$ cat config.mk
export PLATFORM = sky130hd
export DESIGN_NAME = tile_scan_unit_flat
export DESIGN_NICKNAME = d
export VERILOG_FILES = /design/src/rtl/tile_scan_pkg.sv /design/src/rtl/tile_scan_if.sv /design/src/rtl/tile_addr_pipe.sv /design/src/rtl/tile_scan_unit.sv /design/src/flat_wrapper.sv
export SDC_FILE = /design/constraint.sdc
export NUM_CORES = 1
export LEC_CHECK = 0
export ABC_AREA = 0
export CAP_MARGIN = 30
export CORE_MARGIN = 2
export CORE_UTILIZATION = 54
export DETAILED_ROUTE_END_ITERATION = 8
export PLACE_DENSITY = 0.86
export SETUP_SLACK_MARGIN = 0.02
export SYNTH_ARGS = -nofsm -noshare
export SYNTH_HDL_FRONTEND = slang
export SYNTH_SLANG_ARGS = --single-unit
$ cat constraint.sdc
create_clock -name clk -period 4 [get_ports clk]
set_input_delay 1.2 -clock clk [delete_from_list [all_inputs] [get_ports clk]]
set_output_delay 1.2 -clock clk [all_outputs]
set_load 0.02 [all_outputs]
$ cat src/rtl/tile_scan_pkg.sv
// Shared timing constants, default tile geometry and helper types for the
// tile background scan path.
package tile_scan_pkg;

    localparam int VGA_H_ACTIVE = 32'd640;
    localparam int VGA_H_FP     = 32'd16;
    localparam int VGA_H_SYNC   = 32'd96;
    localparam int VGA_H_BP     = 32'd48;
    localparam int VGA_V_ACTIVE = 32'd480;
    localparam int VGA_V_FP     = 32'd10;
    localparam int VGA_V_SYNC   = 32'd2;
    localparam int VGA_V_BP     = 32'd33;

    localparam int TILE_LOG2_DEF = 32'd3;
    localparam int GRID_W_DEF    = 32'd80;
    localparam int GRID_H_DEF    = 32'd60;
    localparam int LOOKAHEAD_DEF = 32'd2;

    typedef struct packed {
        logic [7:0] tx;
        logic [7:0] ty;
    } tile_coord_t;

    // Smallest address width able to index every tile of the grid.
    function automatic int calc_addr_w(input int cells);
        int w;
        w = 32'd1;
        while ((64'd1 << w) < 64'(cells)) begin
            w = w + 32'd1;
        end
        return w;
    endfunction

endpackage

$ cat src/rtl/tile_scan_if.sv
// Beam/scroll/address bundle between the scan unit (master) and its consumers
// (slave): background memory read port and frame-boundary control.
interface tile_scan_if #(
    parameter int ADDR_W = 32'd13
);
    logic              pixel_en;
    logic [9:0]        scroll_x;
    logic [9:0]        scroll_y;
    logic              hsync;
    logic              vsync;
    logic              video_enable;
    logic [9:0]        pixel_x;
    logic [9:0]        pixel_y;
    logic [ADDR_W-1:0] addr_block;
    logic              addr_valid;
    logic              frame_done;
    logic              frame_start;

    modport master (
        input  pixel_en, scroll_x, scroll_y,
        output hsync, vsync, video_enable, pixel_x, pixel_y,
               addr_block, addr_valid, frame_done, frame_start
    );

    modport slave (
        output pixel_en, scroll_x, scroll_y,
        input  hsync, vsync, video_enable, pixel_x, pixel_y,
               addr_block, addr_valid, frame_done, frame_start
    );
endinterface

$ cat src/rtl/tile_addr_pipe.sv
// Two-stage pipeline turning the beam position into the tile address of the
// pixel LOOKAHEAD positions ahead, with toroidal wrap of the tile map.
module tile_addr_pipe
    import tile_scan_pkg::*;
#(
    parameter int H_TOTAL   = 32'd800,
    parameter int H_ACTIVE  = VGA_H_ACTIVE,
    parameter int V_TOTAL   = 32'd525,
    parameter int V_ACTIVE  = VGA_V_ACTIVE,
    parameter int TILE_LOG2 = TILE_LOG2_DEF,
    parameter int GRID_W    = GRID_W_DEF,
    parameter int GRID_H    = GRID_H_DEF,
    parameter int ADDR_W    = 32'd13,
    parameter int LOOKAHEAD = LOOKAHEAD_DEF
) (
    input  logic              clk,
    input  logic              reset,
    input  logic [9:0]        h,
    input  logic [9:0]        v,
    input  logic [9:0]        sx,
    input  logic [9:0]        sy,
    output logic [ADDR_W-1:0] addr_block,
    output logic              addr_valid
);

    logic [10:0]       lh_sum_s;
    logic [9:0]        lh_s;
    logic [9:0]        lv_s;
    logic [10:0]       mx_s;
    logic [10:0]       my_s;
    logic              la_valid_s;
    logic [10:0]       mx_r;
    logic [10:0]       my_r;
    logic              valid1_r;
    logic [10:0]       tx_raw_s;
    logic [10:0]       ty_raw_s;
    tile_coord_t       tc_s;
    logic [ADDR_W-1:0] addr_s;
    logic [ADDR_W-1:0] addr_r;
    logic              valid2_r;

    // Lookahead coordinate, wrapping past the end of the line onto the next one.
    always_comb begin
        lh_sum_s = {1'b0, h} + 11'(LOOKAHEAD);
        lh_s     = lh_sum_s[9:0];
        lv_s     = v;
        if (lh_sum_s >= 11'(H_TOTAL)) begin
            lh_s = 10'(lh_sum_s - 11'(H_TOTAL));
            if (v >= 10'(V_TOTAL - 1)) begin
                lv_s = 10'd0;
            end else begin
                lv_s = v + 10'd1;
            end
        end else begin
            lh_s = lh_sum_s[9:0];
        end
        mx_s       = {1'b0, lh_s} + {1'b0, sx};
        my_s       = {1'b0, lv_s} + {1'b0, sy};
        la_valid_s = (lh_s < 10'(H_ACTIVE)) && (lv_s < 10'(V_ACTIVE));
    end

    // Stage 1: map coordinate and visibility of the lookahead pixel.
    always_ff @(posedge clk or negedge reset) begin
        if (!reset) begin
            mx_r     <= 11'd0;
            my_r     <= 11'd0;
            valid1_r <= 1'b0;
        end else begin
            mx_r     <= mx_s;
            my_r     <= my_s;
            valid1_r <= la_valid_s;
        end
    end

    // Scroll offsets are bounded by the map size, so one subtract is a full modulo.
    always_comb begin
        tc_s     = 16'd0;
        tx_raw_s = mx_r >> TILE_LOG2;
        ty_raw_s = my_r >> TILE_LOG2;
        if (tx_raw_s >= 11'(GRID_W)) begin
            tc_s.tx = 8'(tx_raw_s - 11'(GRID_W));
        end else begin
            tc_s.tx = 8'(tx_raw_s);
        end
        if (ty_raw_s >= 11'(GRID_H)) begin
            tc_s.ty = 8'(ty_raw_s - 11'(GRID_H));
        end else begin
            tc_s.ty = 8'(ty_raw_s);
        end
        addr_s = ADDR_W'(16'(tc_s.ty) * 16'(GRID_W) + 16'(tc_s.tx));
    end

    // Stage 2: address register, held while the lookahead pixel is off-screen.
    always_ff @(posedge clk or negedge reset) begin
        if (!reset) begin
            addr_r   <= {ADDR_W{1'b0}};
            valid2_r <= 1'b0;
        end else begin
            valid2_r <= valid1_r;
            if (valid1_r) begin
                addr_r <= addr_s;
            end else begin
                addr_r <= addr_r;
            end
        end
    end

    assign addr_block = addr_r;
    assign addr_valid = valid2_r;

endmodule

$ cat src/rtl/tile_scan_unit.sv
// VGA beam counters, syncs, per-frame scroll latch and frame pulses driving the
// tile address pipeline. Define SCROLL_EN to enable per-frame scrolling.
module tile_scan_unit
    import tile_scan_pkg::*;
#(
    parameter int H_ACTIVE  = VGA_H_ACTIVE,
    parameter int H_FP      = VGA_H_FP,
    parameter int H_SYNC    = VGA_H_SYNC,
    parameter int H_BP      = VGA_H_BP,
    parameter int V_ACTIVE  = VGA_V_ACTIVE,
    parameter int V_FP      = VGA_V_FP,
    parameter int V_SYNC    = VGA_V_SYNC,
    parameter int V_BP      = VGA_V_BP,
    parameter int TILE_LOG2 = TILE_LOG2_DEF,
    parameter int GRID_W    = GRID_W_DEF,
    parameter int GRID_H    = GRID_H_DEF,
    parameter int ADDR_W    = calc_addr_w(GRID_W * GRID_H),
    parameter int LOOKAHEAD = LOOKAHEAD_DEF
) (
    input  logic        clk,
    input  logic        reset,
    tile_scan_if.master bus
);

    localparam int         H_TOTAL    = H_ACTIVE + H_FP + H_SYNC + H_BP;
    localparam int         V_TOTAL    = V_ACTIVE + V_FP + V_SYNC + V_BP;
    localparam logic [9:0] H_LAST     = 10'(H_TOTAL - 1);
    localparam logic [9:0] V_LAST     = 10'(V_TOTAL - 1);
    localparam logic [9:0] H_ACT_C    = 10'(H_ACTIVE);
    localparam logic [9:0] V_ACT_C    = 10'(V_ACTIVE);
    localparam logic [9:0] HS_START   = 10'(H_ACTIVE + H_FP);
    localparam logic [9:0] HS_END     = 10'(H_ACTIVE + H_FP + H_SYNC);
    localparam logic [9:0] VS_START   = 10'(V_ACTIVE + V_FP);
    localparam logic [9:0] VS_END     = 10'(V_ACTIVE + V_FP + V_SYNC);

    logic [9:0]        h_r;
    logic [9:0]        v_r;
    logic [9:0]        h_nxt_s;
    logic [9:0]        v_nxt_s;
    logic              frame_wrap_s;
    logic              frame_end_s;
    logic              hsync_r;
    logic              vsync_r;
    logic              video_en_r;
    logic              frame_done_r;
    logic              frame_start_r;
    logic [9:0]        sx_s;
    logic [9:0]        sy_s;
    logic [ADDR_W-1:0] addr_s;
    logic              addr_valid_s;

    // Next beam position; >= keeps the counters in range even if corrupted.
    always_comb begin
        h_nxt_s      = h_r + 10'd1;
        v_nxt_s      = v_r;
        frame_wrap_s = 1'b0;
        if (h_r >= H_LAST) begin
            h_nxt_s = 10'd0;
            if (v_r >= V_LAST) begin
                v_nxt_s      = 10'd0;
                frame_wrap_s = 1'b1;
            end else begin
                v_nxt_s = v_r + 10'd1;
            end
        end else begin
            h_nxt_s = h_r + 10'd1;
        end
        frame_end_s = (h_r == H_ACT_C - 10'd1) && (v_r == V_ACT_C - 10'd1);
    end

    // Beam counters with syncs, video enable and frame pulses derived from the new position.
    always_ff @(posedge clk or negedge reset) begin
        if (!reset) begin
            h_r           <= 10'd0;
            v_r           <= 10'd0;
            hsync_r       <= 1'b1;
            vsync_r       <= 1'b1;
            video_en_r    <= 1'b0;
            frame_done_r  <= 1'b0;
            frame_start_r <= 1'b0;
        end else if (bus.pixel_en) begin
            h_r           <= h_nxt_s;
            v_r           <= v_nxt_s;
            hsync_r       <= !((h_nxt_s >= HS_START) && (h_nxt_s < HS_END));
            vsync_r       <= !((v_nxt_s >= VS_START) && (v_nxt_s < VS_END));
            video_en_r    <= (h_nxt_s < H_ACT_C) && (v_nxt_s < V_ACT_C);
            frame_done_r  <= frame_end_s;
            frame_start_r <= frame_wrap_s;
        end else begin
            frame_done_r  <= 1'b0;
            frame_start_r <= 1'b0;
        end
    end

`ifdef SCROLL_EN
    logic [9:0] sx_l_r;
    logic [9:0] sy_l_r;

    // Scroll offsets are captured only at the frame wrap so a frame never tears.
    always_ff @(posedge clk or negedge reset) begin
        if (!reset) begin
            sx_l_r <= 10'd0;
            sy_l_r <= 10'd0;
        end else if (bus.pixel_en && frame_wrap_s) begin
            sx_l_r <= bus.scroll_x;
            sy_l_r <= bus.scroll_y;
        end else begin
            sx_l_r <= sx_l_r;
            sy_l_r <= sy_l_r;
        end
    end

    assign sx_s = sx_l_r;
    assign sy_s = sy_l_r;
`else
    logic scroll_unused_s;

    assign scroll_unused_s = ^{bus.scroll_x, bus.scroll_y};
    assign sx_s            = 10'd0;
    assign sy_s            = 10'd0;
`endif

    tile_addr_pipe #(
        .H_TOTAL   (H_TOTAL),
        .H_ACTIVE  (H_ACTIVE),
        .V_TOTAL   (V_TOTAL),
        .V_ACTIVE  (V_ACTIVE),
        .TILE_LOG2 (TILE_LOG2),
        .GRID_W    (GRID_W),
        .GRID_H    (GRID_H),
        .ADDR_W    (ADDR_W),
        .LOOKAHEAD (LOOKAHEAD)
    ) u_addr_pipe (
        .clk        (clk),
        .reset      (reset),
        .h          (h_r),
        .v          (v_r),
        .sx         (sx_s),
        .sy         (sy_s),
        .addr_block (addr_s),
        .addr_valid (addr_valid_s)
    );

    assign bus.hsync        = hsync_r;
    assign bus.vsync        = vsync_r;
    assign bus.video_enable = video_en_r;
    assign bus.pixel_x      = h_r;
    assign bus.pixel_y      = v_r;
    assign bus.frame_done   = frame_done_r;
    assign bus.frame_start  = frame_start_r;
    assign bus.addr_block   = addr_s;
    assign bus.addr_valid   = addr_valid_s;

endmodule

$ cat src/flat_wrapper.sv
// flat-port wrapper written by rule: the top's interface ports become plain ports
module tile_scan_unit_flat import tile_scan_pkg::*;
#(
    parameter int H_ACTIVE  = VGA_H_ACTIVE,
    parameter int H_FP      = VGA_H_FP,
    parameter int H_SYNC    = VGA_H_SYNC,
    parameter int H_BP      = VGA_H_BP,
    parameter int V_ACTIVE  = VGA_V_ACTIVE,
    parameter int V_FP      = VGA_V_FP,
    parameter int V_SYNC    = VGA_V_SYNC,
    parameter int V_BP      = VGA_V_BP,
    parameter int TILE_LOG2 = TILE_LOG2_DEF,
    parameter int GRID_W    = GRID_W_DEF,
    parameter int GRID_H    = GRID_H_DEF,
    parameter int ADDR_W    = calc_addr_w(GRID_W * GRID_H),
    parameter int LOOKAHEAD = LOOKAHEAD_DEF
)
  (clk, reset, bus_pixel_en, bus_scroll_x, bus_scroll_y, bus_hsync, bus_vsync, bus_video_enable, bus_pixel_x, bus_pixel_y, bus_addr_block, bus_addr_valid, bus_frame_done, bus_frame_start);
  tile_scan_if #(.ADDR_W(ADDR_W)) bus_i ();
  input  logic clk;
  input  logic reset;
  input wire logic [$bits(bus_i.pixel_en)-1:0] bus_pixel_en;
  input wire logic [$bits(bus_i.scroll_x)-1:0] bus_scroll_x;
  input wire logic [$bits(bus_i.scroll_y)-1:0] bus_scroll_y;
  output wire logic [$bits(bus_i.hsync)-1:0] bus_hsync;
  output wire logic [$bits(bus_i.vsync)-1:0] bus_vsync;
  output wire logic [$bits(bus_i.video_enable)-1:0] bus_video_enable;
  output wire logic [$bits(bus_i.pixel_x)-1:0] bus_pixel_x;
  output wire logic [$bits(bus_i.pixel_y)-1:0] bus_pixel_y;
  output wire logic [$bits(bus_i.addr_block)-1:0] bus_addr_block;
  output wire logic [$bits(bus_i.addr_valid)-1:0] bus_addr_valid;
  output wire logic [$bits(bus_i.frame_done)-1:0] bus_frame_done;
  output wire logic [$bits(bus_i.frame_start)-1:0] bus_frame_start;
  assign bus_i.pixel_en = bus_pixel_en;
  assign bus_i.scroll_x = bus_scroll_x;
  assign bus_i.scroll_y = bus_scroll_y;
  assign bus_hsync = bus_i.hsync;
  assign bus_vsync = bus_i.vsync;
  assign bus_video_enable = bus_i.video_enable;
  assign bus_pixel_x = bus_i.pixel_x;
  assign bus_pixel_y = bus_i.pixel_y;
  assign bus_addr_block = bus_i.addr_block;
  assign bus_addr_valid = bus_i.addr_valid;
  assign bus_frame_done = bus_i.frame_done;
  assign bus_frame_start = bus_i.frame_start;
  tile_scan_unit #(.H_ACTIVE(H_ACTIVE), .H_FP(H_FP), .H_SYNC(H_SYNC), .H_BP(H_BP), .V_ACTIVE(V_ACTIVE), .V_FP(V_FP), .V_SYNC(V_SYNC), .V_BP(V_BP), .TILE_LOG2(TILE_LOG2), .GRID_W(GRID_W), .GRID_H(GRID_H), .ADDR_W(ADDR_W), .LOOKAHEAD(LOOKAHEAD)) u_core (.clk(clk), .reset(reset), .bus(bus_i));
endmodule
Word-level counts from Yosys, hierarchy flattened
Index checks and enable logic that the tools add are counted.
{ "totals": {"word_cells": 53, "out_inout_bits": 39, "ff_bits": 60} }
{ "op_classes": {"n_reduce_logical": 7, "n_eq_ne": 2, "n_lt_le_gt_ge": 13, "addsub": 7, "multipliers": 1, "mux": 11} }
{ "op_table": {"columns": ["op", "n"], "rows": [
  ["two-way mux 10 bit", 5],
  ["greater-or-equal comparator 10 bit, second input constant", 3],
  ["< comparator 10 bit, second input constant", 3],
  ["< comparator 10 x 9 -> 1 bit, second input constant", 3],
  ["adder 10 x 1 -> 10 bit, second input constant", 2],
  ["two-way mux 8 bit", 2],
  ["adder 13 x 8 -> 13 bit", 1],
  ["adder 10 x 2 -> 11 bit, second input constant", 1],
  ["greater-or-equal comparator 11 x 10 -> 1 bit, second input constant", 1],
  ["== test 10 bit, second input constant", 1],
  ["== test 10 x 9 -> 1 bit, second input constant", 1],
  ["greater-or-equal comparator 10 x 9 -> 1 bit, second input constant", 1],
  ["subtractor 10 bit, second input constant", 1],
  ["multiplier 8 x 3 -> 9 bit, second input constant", 1],
  ["subtractor 7 x 6 -> 8 bit, second input constant", 1],
  ["subtractor 7 x 7 -> 8 bit, second input constant", 1],
  ["greater-or-equal comparator 7 x 6 -> 1 bit, second input constant", 1],
  ["greater-or-equal comparator 7 bit, second input constant", 1],
  ["logical AND 1 bit", 5],
  ["two-way mux 1 bit", 4],
  ["zero test 1 bit", 2]
]} }

Longest topological paths before layout
{ "logic_depth": {"word_depth": 6, "mapped_depth": 14, "ltp_nobuf": 14} }

Modules after synthesis
From an unflattened synthesis, not the netlist that was laid out.
{ "unflattened": {"hier_cells": 551, "area_unflattened_um2": 4753.3} }
{ "by_module_without_submodules": {"columns": ["module", "seq_area_each_um2", "n_inst", "area_each_um2", "cells_per_inst"], "rows": [
  ["tile_addr_pipe", 775.7, 1, 3131.8, 361],
  ["tile_scan_unit", 628.1, 1, 1621.6, 190]
]} }

Worst setup path after synthesis
Ideal clock, no wire load.
{ "synth_timing": {"path_kind": "flip-flop to flip-flop", "start": "register u_core.u_addr_pipe.my_r[5]", "end": "register u_core.u_addr_pipe.addr_r[12] (netlist: u_core.u_addr_pipe.addr_block[12])", "arrival_time_ns": 3.357, "stages_incl_launch_ff": 14, "setup_slack_ns": 0.564, "path_cell_list": "dfrtp_1 -> ha_1 -> and3_1 -> nor2_1 -> mux2_2 -> ha_1 -> ha_1 -> inv_1 -> fa_1 -> xnor2_1 -> nor3b_1 -> and4_1 -> xnor3_1 -> mux2i_1"} }
{ "synth_between": {"elab_chain_len": 4} }
{ "synth_rtl": {"columns": ["item", "line", "text"], "rows": [
  ["start: declaration", "tile_addr_pipe.sv:33", "logic [10:0] my_r;"],
  ["start signal: assignment", "tile_addr_pipe.sv:70", "my_r <= my_s;"],
  ["subtractor 7 x 6 -> 8 bit / greater-or-equal comparator 7 x 6 -> 1 bit (equally long branches)", "tile_addr_pipe.sv:86, tile_addr_pipe.sv:85", null],
  ["two-way mux 8 bit (*)", "tile_addr_pipe.sv:85", "if (ty_raw_s >= 11'(GRID_H)) begin"],
  ["multiplier 8 x 3 -> 9 bit (*)", "tile_addr_pipe.sv:90", "addr_s = ADDR_W'(16'(tc_s.ty) * 16'(GRID_W) + 16'(tc_s.tx));"],
  ["adder 13 x 8 -> 13 bit (*)", "tile_addr_pipe.sv:90", null],
  ["end signal: assignment", "tile_addr_pipe.sv:96", "addr_r <= {ADDR_W{1'b0}};"],
  ["end signal: assignment", "tile_addr_pipe.sv:101", "addr_r <= addr_s;"],
  ["end signal: assignment", "tile_addr_pipe.sv:103", "addr_r <= addr_r;"],
  ["end: declaration", "tile_addr_pipe.sv:39", "logic [ADDR_W-1:0] addr_r;"]
]} }
Mark *: on every way between the ends. The rest lies on a longest branch, timed or not.
A chain may end at the register's enable or synchronous reset.

Worst setup path after layout
Same ends and word-level chain as after synthesis.

==> results.md <==
- Via count: 3208
- Layout cell share with drive strength beyond 1: 0.0837
- Ys Warns: 0
- Synth Cell Area: 3710 um2
- Sequential area share after synthesis: 0.365
- Reg2Reg Depth: 13
- Ys async rst share: 1.00
- Reg2reg setup slack: 0.29 ns
- Commonest cells post-synth: dfrtp_1 (52), nand2_1 (45), ha_1 (25), nor2_1 (25), nand3_1 (22)
- Initial antenna violation count: 0
- Hold Fails Final Rpt: 0
- Critical path launch point: u_core.u_addr_pipe.my_r[5]
- Starting Density: 0.552
- Max incr delay on CP: 0.44 ns
- Drt drc: 0
- Fin crit period: 3.71 ns
- FILL cells: 545
- CP dominant cell by count: ha_1
- CP endpoint kind: flop
- Final setup TNS: 0 ns
- Clk_skew: 0.0128 ns
- CTS tree: yes
- Worst path cell trace: ha_1 -> and3_1 -> nor2_1 -> mux2_2 -> ha_1 -> ha_1 -> inv_1 -> fa_1 -> xnor2_1 -> nor3b_2 -> and4_1 -> xnor3_1 -> mux2i_1
- Multi-input logic area: 2170 um2
- Top-count cell post-synth: dfrtp_1
- Reg-to-reg critical path startpoint: u_core.u_addr_pipe.my_r[5]
- CTS sink cnt: 54
- Layout overhead on the synthesized area: 14.6%
- Detailed Route WL: 8120 um
- Die Wd: 86.9 um
- Pin count of the biggest net entering global routing: 44
- Share of the synthesized area in the top cell type: 0.351
- Clock Path Buffers: 2
- Startpoint Class: flop
- NetSw: 519 uW
- Port Buffers: 41
- Core Rows: 30
- CORE AREA: 6720 um2
- Slew Limit Fails: 0
- Global route total overflow: 0
- Placed Area: 4120 um2
- First-pass GRT wire length: 13700 um
- Yosys cell types: 70
- Vias in the first global route: 3101
- Syn avg cell area: 9.21 um2
- Post-route ant nets: 0
- Max_cap viols: 0
- Total Nets Final: 480
- Critical Path RT: 4.23 ns
- Mapped Cells: 403
- Critical Path AT: 3.94 ns
- Pre-antenna DRT Iters: 4
- Worst min path class: flop to flop
- Ratio of final minimum period to clock period: 0.928
- Status: complete, no violations
- Slew @ Worst Pin: 0.672 ns
- Post-synthesis net count: 453
- DP HPWL: 5730 um
- RePlAce Congestion: 0.861
- Final setup vio count: 0
- Main synth FF type: dfrtp_1
- Internal: 1010 uW
- Reg area: 1350 um2
- Clock power share: 0.251
- Clock-pin transition on the worst setup and hold timing paths: 0.10 ns
- Post-route cell area: 4250 um2
- Vias per cell: 6.29
- Post-synth EDFFs: 0
- Comb pwr share: 0.278
- Setup CP Type: flop to flop
- Relative slew slack: 0.552
- RSZ-0062 raised after global routing: no
- CTS buffer count: 5
- Sequential share of power: 0.472
- Worst-path cell with the longest stage delay: dfrtp_1
- Clk Tree Root Cell: clkbuf_8
- Critical Path Sink: u_core.u_addr_pipe.addr_block[12]
- Die Y: 86.9 um
- Synth area leader: dfrtp_1
- Largest cells by area after synthesis: dfrtp_1 (35%), ha_1 (8.4%), nand2_1 (4.6%)
- Worst-Skew Late Latency: 0.32 ns
- Drt wl/cell: 15.9 um
- Htree depth: 2
- P_leak: 0.00179 uW
- Antenna Cells: 0
- I/O pin count: 62
- # hold bufs at CTS: 0
- Reg2reg end: u_core.u_addr_pipe.addr_block[12]
- Synth Register Bits: 54
- PD cells: 359 nW/um2
- Die area: 7550 um2
- Global-route usage over all layers: 0.226
- Worst-path maximum fanout: 5
- Worst vdd ir: 0.333 mV
- Fmax: 269 MHz
- Sw frac: 0.340
- Drt initial violations: 123
[logic make-up after synthesis]
logic type | after synthesis | share of synthesized area
flops | 54 | 0.365
buf+inv | 44 | 0.0523
fa+ha+maj | 27 | 0.0951
simple gates | 137 | 0.184
xor+xnor | 21 | 0.0533
mux | 14 | 0.0405
compound gates | 106 | 0.210
[stage by stage]
stage	hold WS (ns)	cells	utilization	total power (uW)	setup slack (ns)
6_report	0.511	510	0.633	1530	0.287
5_1_grt	0.530	510	0.633	1600	0.0555
4_1_cts	0.508	509	0.629	1530	0.179
3_5_place_dp	0.474	502	0.613	1150	0.211
3_3_place_gp	0.484	502	0.613	1130	0.384
2_1_floorplan	0.352	403	-	988	0.564
[registers in the layout (all words and copies together), names as in the netlist]
signal	count
u_core.bus.video_enable	1
u_core.bus.hsync	1
u_core.bus.frame_done	1
u_core.bus.pixel_x	10
u_core.u_addr_pipe.my_r	7
u_core.bus.frame_start	1
u_core.u_addr_pipe.addr_valid	1
u_core.bus.vsync	1
u_core.u_addr_pipe.mx_r	7
u_core.u_addr_pipe.addr_block	13
u_core.bus.pixel_y	10
u_core.u_addr_pipe.valid1_r	1
[how the worst min path moves through the flow]
stage | start | endpoint | slack [ns] | cells past startpoint
final | u_core.bus.video_enable | u_core.bus.video_enable | 0.51 | 2
after global routing | u_core.bus.video_enable | u_core.bus.video_enable | 0.53 | 2
after CTS | u_core.bus.video_enable | u_core.bus.video_enable | 0.51 | 2
after detailed placement | u_core.bus.video_enable | u_core.bus.video_enable | 0.47 | 2
after global placement | u_core.bus.video_enable | u_core.bus.video_enable | 0.48 | 2
after floorplan | u_core.u_addr_pipe.valid1_r | u_core.u_addr_pipe.addr_valid | 0.35 | 0
[power by group through the flow]
stage / Combinational (uW) / Clock, uW / Sequential, uW
3_5_place_dp: 420 / 0 / 727
6_report: 424 / 383 / 720
3_3_place_gp: 407 / 0 / 725
4_1_cts: 424 / 387 / 718
5_1_grt: 460 / 407 / 735
2_1_floorplan: 259 / 0 / 729
[placed cells by master (no fill, tap or decap), types with 3 or more instances in the layout]
master           instances
o31ai_1                  7
o21ai_1                  5
and2_1                   8
xnor2_1                 16
inv_1                   18
ha_1                    25
clkdlybuf4s50_1         40
a21oi_1                 15
nand3_1                 22
dfrtp_1                 52
mux2i_1                  6
o21ai_0                 20
xor2_1                   4
o21a_1                   3
mux2_2                   8
nand4_1                  5
nand4b_1                 3
clkbuf_8                 6
a31oi_1                  7
nand2_1                 45
and3_1                   6
o211ai_1                 3
a22o_1                   3
o22ai_1                  4
a32o_1                   5
a21o_1                   8
nor3_1                   4
nor2_1                  25
buf_4                    3
[layer usage]
layer | vias to the layer above | wire length [um] | GRT usage
li1 | 1525 | - | -
met1 | 1528 | 3390 | 0.281
met2 | 134 | 4090 | 0.380
met3 | 21 | 492 | 0.0455
met4 | 0 | 155 | 0.0966
met5 | - | 0 | 0
[worst max-delay path, delay by kind of cell, from the launching register on]
family	cells	cell delay, ns
fa+ha+maj	4	1.11
simple gates	4	0.92
xor+xnor	2	0.60
mux	2	0.52
flops	1	0.44
buf+inv	1	0.06
[layout make-up]
class                      count  area share
clock buffer                   6      0.0194
multi-input combinational    305       0.510
sequential                    54       0.318
tap                           80      0.0235
inverter                      19      0.0168
clock inverter                 1     0.00706
timing repair buffer          45       0.105
[timing repair]
action / CTS / global route
buffers inserted: 0 / 0
hold endpoints to repair: 0 / 0
gates resized for setup: 0 / 1
setup endpoints to repair: 0 / 1
No activity file was read; power rests on OpenSTA's default activity.
